$ cat config.mk
export PLATFORM = sky130hd
export DESIGN_NAME = imm_encode
export DESIGN_NICKNAME = d
export VERILOG_FILES = /design/src/rtl/imm_encode.sv
export SDC_FILE = /design/constraint.sdc
export NUM_CORES = 1
export LEC_CHECK = 0
export BUFFER_PORTS_ARGS = -buffer_cell sky130_fd_sc_hd__buf_2
export CAP_MARGIN = 20
export CORE_ASPECT_RATIO = 0.5
export CORE_MARGIN = 4
export CORE_UTILIZATION = 41
export DETAILED_ROUTE_END_ITERATION = 8
export PLACE_DENSITY = 0.66
export SLEW_MARGIN = 25
export SYNTH_ARGS = -nofsm -noshare
export SYNTH_HDL_FRONTEND = slang
export SYNTH_SLANG_ARGS = --single-unit
$ cat constraint.sdc
create_clock -name clk -period 2.6 [get_ports clk]
set_input_delay 0.26 -clock clk [delete_from_list [all_inputs] [get_ports clk]]
set_output_delay 0.26 -clock clk [all_outputs]
set_load 0.005 [all_outputs]
$ cat src/rtl/imm_encode.sv
// Immediate encoder: range-checks a value against an immediate format, scatters it
// into the instruction's immediate fields, and emits the result through a 2-stage valid/ready pipe.
module imm_encode #(
  parameter int ERR_CNT_W = 16
) (
  input  logic                 clk,
  input  logic                 rst,
  input  logic                 in_valid,
  output logic                 in_ready,
  input  logic [31:0]          in_instr,
  input  logic [31:0]          in_value,
  input  logic [2:0]           in_imm_src,
  output logic                 out_valid,
  input  logic                 out_ready,
  output logic [31:0]          out_instr,
  output logic                 out_err,
  output logic [ERR_CNT_W-1:0] err_count
);

  localparam logic [2:0] SRC_I = 3'b000;
  localparam logic [2:0] SRC_S = 3'b001;
  localparam logic [2:0] SRC_B = 3'b010;
  localparam logic [2:0] SRC_J = 3'b011;
  localparam logic [2:0] SRC_U = 3'b100;
  localparam logic [ERR_CNT_W-1:0] ERR_MAX = '1;

  logic [31:0] packed_word;
  logic        range_ok;
  logic [31:0] s1_instr_next;
  logic        s1_err_next;

  logic        s1_valid_reg;
  logic [31:0] s1_instr_reg;
  logic        s1_err_reg;
  logic        out_valid_reg;
  logic [31:0] out_instr_reg;
  logic        out_err_reg;
  logic [ERR_CNT_W-1:0] err_count_reg;

  logic        s2_load;
  logic        s1_load;

  // Sign-extension checks: the discarded high bits must all match the top kept bit.
  logic sext12_ok;
  logic sext13_ok;
  logic sext21_ok;
  assign sext12_ok = (&in_value[31:11]) | ~(|in_value[31:11]);
  assign sext13_ok = (&in_value[31:12]) | ~(|in_value[31:12]);
  assign sext21_ok = (&in_value[31:20]) | ~(|in_value[31:20]);

  always_comb begin
    packed_word = in_instr;
    range_ok    = 1'b0;
    case (in_imm_src)
      SRC_I: begin
        packed_word = {in_value[11:0], in_instr[19:0]};
        range_ok    = sext12_ok;
      end
      SRC_S: begin
        packed_word = {in_value[11:5], in_instr[24:12], in_value[4:0], in_instr[6:0]};
        range_ok    = sext12_ok;
      end
      SRC_B: begin
        packed_word = {in_value[12], in_value[10:5], in_instr[24:12],
                       in_value[4:1], in_value[11], in_instr[6:0]};
        range_ok    = sext13_ok & ~in_value[0];
      end
      SRC_J: begin
        packed_word = {in_value[20], in_value[10:1], in_value[11],
                       in_value[19:12], in_instr[11:0]};
        range_ok    = sext21_ok & ~in_value[0];
      end
      SRC_U: begin
        packed_word = {in_value[31:12], in_instr[11:0]};
        range_ok    = ~(|in_value[11:0]);
      end
      default: begin
        packed_word = in_instr;
        range_ok    = 1'b0;
      end
    endcase
    // Unrepresentable requests pass the base instruction through untouched.
    s1_instr_next = range_ok ? packed_word : in_instr;
    s1_err_next   = ~range_ok;
  end

  assign s2_load  = ~out_valid_reg | out_ready;
  assign s1_load  = ~s1_valid_reg | s2_load;
  assign in_ready = s1_load;

  always_ff @(posedge clk or posedge rst) begin
    if (rst) begin
      s1_valid_reg <= 1'b0;
      s1_instr_reg <= '0;
      s1_err_reg   <= 1'b0;
    end else if (s1_load) begin
      s1_valid_reg <= in_valid;
      if (in_valid) begin
        s1_instr_reg <= s1_instr_next;
        s1_err_reg   <= s1_err_next;
      end
    end
  end

  always_ff @(posedge clk or posedge rst) begin
    if (rst) begin
      out_valid_reg <= 1'b0;
      out_instr_reg <= '0;
      out_err_reg   <= 1'b0;
    end else if (s2_load) begin
      out_valid_reg <= s1_valid_reg;
      if (s1_valid_reg) begin
        out_instr_reg <= s1_instr_reg;
        out_err_reg   <= s1_err_reg;
      end
    end
  end

  always_ff @(posedge clk or posedge rst) begin
    if (rst) begin
      err_count_reg <= '0;
    end else if (out_valid_reg && out_ready && out_err_reg && (err_count_reg != ERR_MAX)) begin
      err_count_reg <= err_count_reg + 1'b1;
    end
  end

  assign out_valid = out_valid_reg;
  assign out_instr = out_instr_reg;
  assign out_err   = out_err_reg;
  assign err_count = err_count_reg;

endmodule

==> metrics.cfg, run 1 <==
[cts]
cts_sinks=84
clkTransAtPathRegs_ns=0.07
clockBufferDepth=2
h-tree-depth=3
root_buffer=clkbuf_16
clock_latency_ns=0.34
cts_buffers=9
cts_tree=done
cts-resized-gates=0

[floorplanning]
design.die.area_mm2=0.0118
die_x_um=150
pin_count=122
die_height_um=78.8
start_util_pct=42.8
rows=25
core_mm2=0.00960

[yosys]
syn-instance-count=379
yosysWarnings=0
synth_area_mm2=0.00411
synth_area_leaders=dfrtp_1 51%, mux2_2 9.3%, nand2_1 3.7%, xnor2_1 2.6%, nor2_1 2.3%
ys_types=46
ys_seq_elements=84
ys.flop_type=dfrtp_1
ys_seq_area_share_pct=51.2
synth_top_cell_by_area=dfrtp_1
syn_avg_cell_area_um2=10.8
syn_nets=451
async_flop_share_pct=100
synth_edf_count=0
yosysTopAreaCellShare_pct=51.2

[critical_path]
required_ns=2.83
crit_buf_inv=0
critPathLaunchType=flip-flop
path_max_fanout=6
path_cells=ha_1, nand3_1, nor4_1, a21o_1, nor4_1, nand3_1, xnor2_1
slowest_stage=nor4_1
critPathCaptureType=flip-flop
cpPeakStageDelay_ns=0.49
arrival_ns=2.21
path_class=reg -> reg
path_delay_family=simple AND/OR/NAND/NOR gates

[status]
status=complete, no violations

[timing]
fin_crit_ns=1.98
drv_slew=0
slew_headroom_pct=48.0
tightest_slew_ns=0.777
hold_violations=0
setup_violations=0
fin_crit_sh_pct=76.2
finalSetupTns_ns=0
fin_skew_ns=0.00424
fmaxAchievable_mhz=505
fin_hold_ws_ns=0.109
rsz0062_at_grt=false

[placed_design]
routabilityCongestion=0.832
dpl.hpwl_um=7770
numPlacedInstances=623
numPortBuffers=121
placed_area_mm2=0.00487

[grt]
antenna_found_initial=0
overflow=0
first_global_vias=3360
grt_usage_pct=18.6
grt_first_pass_wirelength_um=17400
grt_max_degree=52

[power]
power.density_mw_per_mm2=743
vdd_drop_max_v=0.000357
p_leak_uw=0.00240
total_power_uw=3880

[route]
drt_iter0_drc=156
dr.pass1.iters=4
avgRoutedWirePerCell_um=16.5
drc=0
route.vias.total=3398
wl_um=10600
postRouteAntennaNets=0
vias_per_cell=5.30

[layout]
final_common_cell=buf_2
antennaDiodeCount=0
final_cell_area_mm2=0.00522
final_cell_mix=121 x buf_2, 84 x dfrtp_1, 41 x nand2_1, 34 x mux2_2, 25 x nor2_1
stdcell_count=641
synthToLayoutAreaGrowth_pct=27.2
layout.nets=573
layout-drive-gt1-share_pct=39.5

[run]
maxCapViolations=0

[min_path]
hp-class=in -> reg

==> worst paths after layout <==
check                                            startpoint                          end  slack, ns  cells after the start
worst max-delay path               err_count[0]$_DFFE_PP0P_    err_count[14]$_DFFE_PP0P_       0.62                      7
worst min-delay path                            in_instr[0]  s1_instr_reg[0]$_DFFE_PP0P_       0.11                      3
worst max register to register     err_count[0]$_DFFE_PP0P_    err_count[14]$_DFFE_PP0P_       0.62                      7
worst min register to register  s1_instr_reg[3]$_DFFE_PP0P_  s1_instr_reg[3]$_DFFE_PP0P_       0.47                      2
max in group asynchronous                               rst       s1_err_reg$_DFFE_PP0P_       1.39                      4
min in group asynchronous                               rst  s1_instr_reg[0]$_DFFE_PP0P_       0.53                      3
==> synth_stat cells (8+ instances only) <==
library cell	n
inv_1	11
nor2_1	25
nor4_1	8
mux2_2	34
a2bb2oi_1	9
dfrtp_1	84
o21ai_0	18
nor2b_1	8
clkbuf_1	9
nand4_1	12
nand3_1	14
nand2_1	41
xnor2_1	12
==> worst min-delay path, cell delays in order <==
cell and delay (ns):
buf_2 0.07, nand2_1 0.04, nand2_1 0.05
==> timing repair <==
action                                 4_1_cts  5_1_grt
setup buffers                                0        0
endpoints found under the hold margin       14        0
hold buffers                                 1        0
==> per-layer routing <==
layer	wire (um)	track usage (%)	vias up
met4	89	3.84	0
met1	5050	26.6	1660
met2	4850	28.5	87
li1	-	-	1643
met5	0	0	-
met3	584	5.30	8
==> stage by stage <==
step / setup slack [ns] / util (%)
2_1_floorplan: 0.175 / -
3_3_place_gp: 0.379 / 50.7
3_5_place_dp: 0.339 / 50.7
4_1_cts: 0.590 / 54.3
5_1_grt: 0.453 / 54.4
6_report: 0.620 / 54.4
==> cell type report <==
class	instances	area, um2
clock buffers	10	239
clock inverters	6	93.8
fillers	896	4380
inverters	11	42.5
multi-input cells	267	1890
flip-flops and latches	84	2100
well taps	135	169
repair buffers	128	689
==> logic make-up after synthesis <==
| kind of cell | share of synthesized area, % |
|---|---|
| flops | 51.2 |
| simple gates | 17.9 |
| xor+xnor | 3.41 |
| mux | 10.5 |
| compound gates | 13.8 |
| buf+inv | 2.86 |
| fa+ha+maj | 0.305 |
==> power by group <==
part / switching [uW] / internal (uW)
combinational: 353 / 403
sequential: 157 / 1540
clock: 547 / 878
total: 1060 / 2820
No activity file was read; power rests on OpenSTA's default activity.
==> inputs of run 2 (changes only) <==
==> constraint.sdc (replaced) <==
create_clock -name clk -period 2 [get_ports clk]
set_input_delay 0.2 -clock clk [delete_from_list [all_inputs] [get_ports clk]]
set_output_delay 0.2 -clock clk [all_outputs]
set_load 0.005 [all_outputs]
==> metrics.cfg, run 2 (synthesis gave the netlist of run 1 again) <==
[critical_path]
slowest_stage=dfrtp_1
critPathLaunchType=flip-flop
cpMostUsedCell=nand3b_1
path_delay_family=simple AND/OR/NAND/NOR gates
crit_buf_inv=0
arrival_ns=2.05
critPathCaptureType=flip-flop
path_max_fanout=7
path_cells=nand3b_1, nand2_1, a21oi_4, nand3b_1, o221a_2
path_class=reg -> reg
cpPeakStageDelay_ns=0.42
required_ns=2.22

[power]
vdd_drop_max_v=0.000400
power.density_mw_per_mm2=892
p_leak_uw=0.00244

[timing]
worst_slack_ns=0.165
fin_hold_ws_ns=0.0548
fin_crit_sh_pct=91.8
drv_slew=0
fmaxAchievable_mhz=545
fin_crit_ns=1.84
hold_violations=0
setup_violations=0
tightest_slew_ns=0.502
rsz0062_at_grt=false
slew_headroom_pct=66.5
fin_skew_ns=0.00562

[grt]
overflow=0
grt_usage_pct=18.6
grt_max_degree=28
antenna_found_initial=0
grt_first_pass_wirelength_um=17600
first_global_vias=3448

[cts]
cts_buffers=9
clockBufferDepth=2
cts_tree=done
clkTransAtPathRegs_ns=0.06
clock_latency_ns=0.33
root_buffer=clkbuf_16
cts_sinks=84
h-tree-depth=3
cts_setup_buffers=0

[run]
maxCapViolations=0

[route]
drt_iter0_drc=220
vias_per_cell=5.28
avgRoutedWirePerCell_um=16.1
postRouteAntennaNets=0
drc=0
dr.pass1.iters=4
wl_um=10500
route.vias.total=3459

[floorplanning]
die_x_um=150
pin_count=122
start_util_pct=42.8
rows=25
design.die.area_mm2=0.0118
die_height_um=78.8
core_mm2=0.00960

[placed_design]
placed_area_mm2=0.00500
routabilityCongestion=0.869
pre_cts_slack_ns=-0.0183
numPortBuffers=121
dpl.hpwl_um=7980

[layout]
layout.nets=587
layout-drive-gt1-share_pct=41.2
final_cell_area_mm2=0.00530
final_common_cell=buf_2
synthToLayoutAreaGrowth_pct=29.0
antennaDiodeCount=0
fin_util_pct=55.2
final_cell_mix=121 x buf_2, 84 x dfrtp_1, 41 x nand2_1, 34 x mux2_2, 25 x nor2_1

[min_path]
hp-class=in -> reg

[status]
status=complete, no violations

[run 2: cell types whose count changed in the layout (fill, tap and decap cells not counted), sizes merged]
cell	delta
inv	-3
bufinv	-2
clkinv	+1
buf	+14
clkinvlp	+2
clkbuf	+2
[run 2: area by class of cell]
cell class | count | area [um2]
clock buffers | 12 | 246
flip-flops and latches | 84 | 2100
clock inverters | 4 | 25.0
multi-input cells | 267 | 1910
fillers | 865 | 4310
well taps | 135 | 169
repair buffers | 142 | 803
inverters | 11 | 45.0
[run 2: what timing repair did]
action,CTS,global route
hold buffers,1,0
setup endpoints to repair,0,14
hold endpoints to repair,18,0
resized for setup,0,3
[run 2: metal layers]
| metal | global-route usage (%) | vias up | wire length, um | share of wire [%] |
|---|---|---|---|---|
| li1 | - | 1671 | - | - |
| met1 | 26.1 | 1658 | 4990 | 47 |
| met2 | 28.2 | 112 | 4770 | 45 |
| met3 | 5.02 | 18 | 614 | 5.8 |
| met4 | 6.03 | 0 | 136 | 1.3 |
| met5 | 0 | - | 0 | 0 |
[run 2: tightest hold or removal path, delay by kind of cell]
family	cells	cell delay (ns)
simple gates	2	0.08
buf+inv	1	0.07
[run 2: per-stage QoR]
stage | TNS, ns | power, uW | instances
final | 0 | 4730 | 655
after CTS | 0 | 4800 | 655
after global routing | 0 | 5020 | 655
after floorplan | 0 | 2760 | 379
after detailed placement | -0.127 | 3250 | 638
after global placement | -0.00410 | 3230 | 638
[run 2: where the power goes]
part | internal (uW) | leakage, uW | switching [uW]
Sequential | 2010 | 0.00100 | 203
Combinational | 534 | 0.00130 | 463
Clock | 871 | 0.000129 | 647
Total | 3410 | 0.00244 | 1310
[run 2: worst paths after layout]
| check | startpoint | endpoint | slack, ns | cells after the start |
|---|---|---|---|---|
| setup / recovery | out_valid$_DFFE_PP0P_ | s1_instr_reg[9]$_DFFE_PP0P_ | 0.16 | 5 |
| max in group asynchronous | rst | out_instr[4]$_DFFE_PP0P_ | 1.01 | 4 |
| min in group asynchronous | rst | out_instr[16]$_DFFE_PP0P_ | 0.45 | 3 |
| hold reg to reg | s1_instr_reg[3]$_DFFE_PP0P_ | s1_instr_reg[3]$_DFFE_PP0P_ | 0.47 | 2 |
| setup reg to reg | out_valid$_DFFE_PP0P_ | s1_instr_reg[9]$_DFFE_PP0P_ | 0.16 | 5 |
| hold / removal | in_instr[3] | s1_instr_reg[3]$_DFFE_PP0P_ | 0.05 | 3 |
==> inputs of run 3 (changes only) <==
--- a/config.mk
+++ b/config.mk
@@ -10,6 +10,7 @@
 export CORE_ASPECT_RATIO = 0.5
 export CORE_MARGIN = 4
 export CORE_UTILIZATION = 41
+export CTS_BUF_LIST = sky130_fd_sc_hd__clkbuf_2 sky130_fd_sc_hd__clkbuf_4 sky130_fd_sc_hd__clkbuf_8
 export DETAILED_ROUTE_END_ITERATION = 8
 export PLACE_DENSITY = 0.66
 export SLEW_MARGIN = 25
==> metrics.cfg, run 3 (synthesis gave the netlist of run 1 again) <==
[placed_design]
dpl.hpwl_um=7980
routabilityCongestion=0.869
pre_cts_slack_ns=-0.0183
numPlacedInstances=638
numPortBuffers=121

[run]
maxCapViolations=0

[grt]
grt_first_pass_wirelength_um=17500
first_global_vias=3415
grt_usage_pct=18.6
antenna_found_initial=0
grt_max_degree=28
overflow=0

[critical_path]
critPathCaptureType=flip-flop
required_ns=2.24
regToRegSetupSlack_ns=0.15
cpMostUsedCell=nand3b_1
path_cells=nand3b_1, nand2_1, a21oi_4, nand3b_1, o221a_2
crit_buf_inv=0
path_class=reg -> reg
critPathLaunchType=flip-flop
slowest_stage=dfrtp_1
arrival_ns=2.09
cpPeakStageDelay_ns=0.43
path_max_fanout=7
path_delay_family=simple AND/OR/NAND/NOR gates

[cts]
clkTransAtPathRegs_ns=0.08
h-tree-depth=3
clock_latency_ns=0.36
cts_tree=done
root_buffer=clkbuf_8
cts_sinks=84
clockBufferDepth=2
cts_buffers=9

[route]
drt_iter0_drc=193
postRouteAntennaNets=0
dr.pass1.iters=4
route.vias.total=3443
vias_per_cell=5.26
avgRoutedWirePerCell_um=16.1
wl_um=10500
drc=0

[power]
vdd_drop_max_v=0.000328
power.density_mw_per_mm2=829
p_leak_uw=0.00240

[timing]
fmaxAchievable_mhz=541
hold_violations=0
setup_violations=0
drv_slew=0
fin_skew_ns=0.0124
worst_slack_ns=0.153
slew_headroom_pct=66.5
rsz0062_at_grt=false
fin_crit_sh_pct=92.3
fin_crit_ns=1.85
tightest_slew_ns=0.501

[floorplanning]
rows=25
pin_count=122
die_height_um=78.8
core_mm2=0.00960
start_util_pct=42.8
design.die.area_mm2=0.0118
die_x_um=150

[layout]
antennaDiodeCount=0
layout.nets=587
layout-drive-gt1-share_pct=41.5
final_common_cell=buf_2
final_cell_mix=121 x buf_2, 84 x dfrtp_1, 41 x nand2_1, 34 x mux2_2, 25 x nor2_1
synthToLayoutAreaGrowth_pct=26.7
stdcell_count=655

[min_path]
hp-class=in -> reg

[status]
status=complete, no violations

run 3: cell counts in the layout (fill, tap and decap cells not counted):
Identical to the previous run, type by type.
run 3: per-stage QoR:
step	total power [uW]	area (um2)	TNS, ns	hold slack (ns)	utilization, %
after global routing	4590	5200	0	0.0151	54.2
after floorplan	2760	4110	0	0.305	-
after global placement	3230	5000	-0.00410	0.257	52.0
after detailed placement	3250	5000	-0.127	0.258	52.0
final	4310	5200	0	0.0274	54.2
after CTS	4380	5180	0	0.0138	54.0
run 3: area by class of cell:
type | instances | area (um2)
Clock buffer | 12 | 153
Clock inverter | 4 | 25.0
Fill cell | 876 | 4400
Inverter | 11 | 45.0
Multi-Input combinational cell | 267 | 1910
Sequential cell | 84 | 2100
Tap cell | 135 | 169
Timing Repair Buffer | 142 | 803
run 3: path summary, 6_finish.rpt:
kind                                                   from  cells past startpoint                     endpoint
max in group asynchronous                               rst                      4     out_instr[4]$_DFFE_PP0P_
worst min register to register  s1_instr_reg[3]$_DFFE_PP0P_                      2  s1_instr_reg[3]$_DFFE_PP0P_
worst max register to register        out_valid$_DFFE_PP0P_                      5  s1_instr_reg[9]$_DFFE_PP0P_
min in group asynchronous                               rst                      3     err_count[4]$_DFFE_PP0P_
worst max-delay path                  out_valid$_DFFE_PP0P_                      5  s1_instr_reg[9]$_DFFE_PP0P_
worst min-delay path                            in_instr[3]                      3  s1_instr_reg[3]$_DFFE_PP0P_
run 3: routing by layer:
layer,wire (um),part of all wire [%],vias to the layer above,track usage (%)
met4,140,1.3,0,4.93
met2,4790,45,102,28.1
met1,5010,48,1658,26.2
met5,0,0,-,0
li1,-,-,1668,-
met3,581,5.5,15,5.47
run 3: timing repair:
item,4_1_cts,5_1_grt
hold buffers,1,0
endpoints found under the setup margin,0,15
resized for setup,0,3
hold endpoints to repair,18,0
buffers inserted,0,0
run 3: tightest hold or removal path, cell delays in order:
cell and delay (ns):
buf_2 0.07, nand2_1 0.04, nand2_1 0.04
run 3: power by group:
group	internal [uW]	leakage, uW	switching (uW)
sequential	2000	0.00100	204
combinational	535	0.00130	464
clock	509	0.0000892	597
total	3050	0.00240	1260
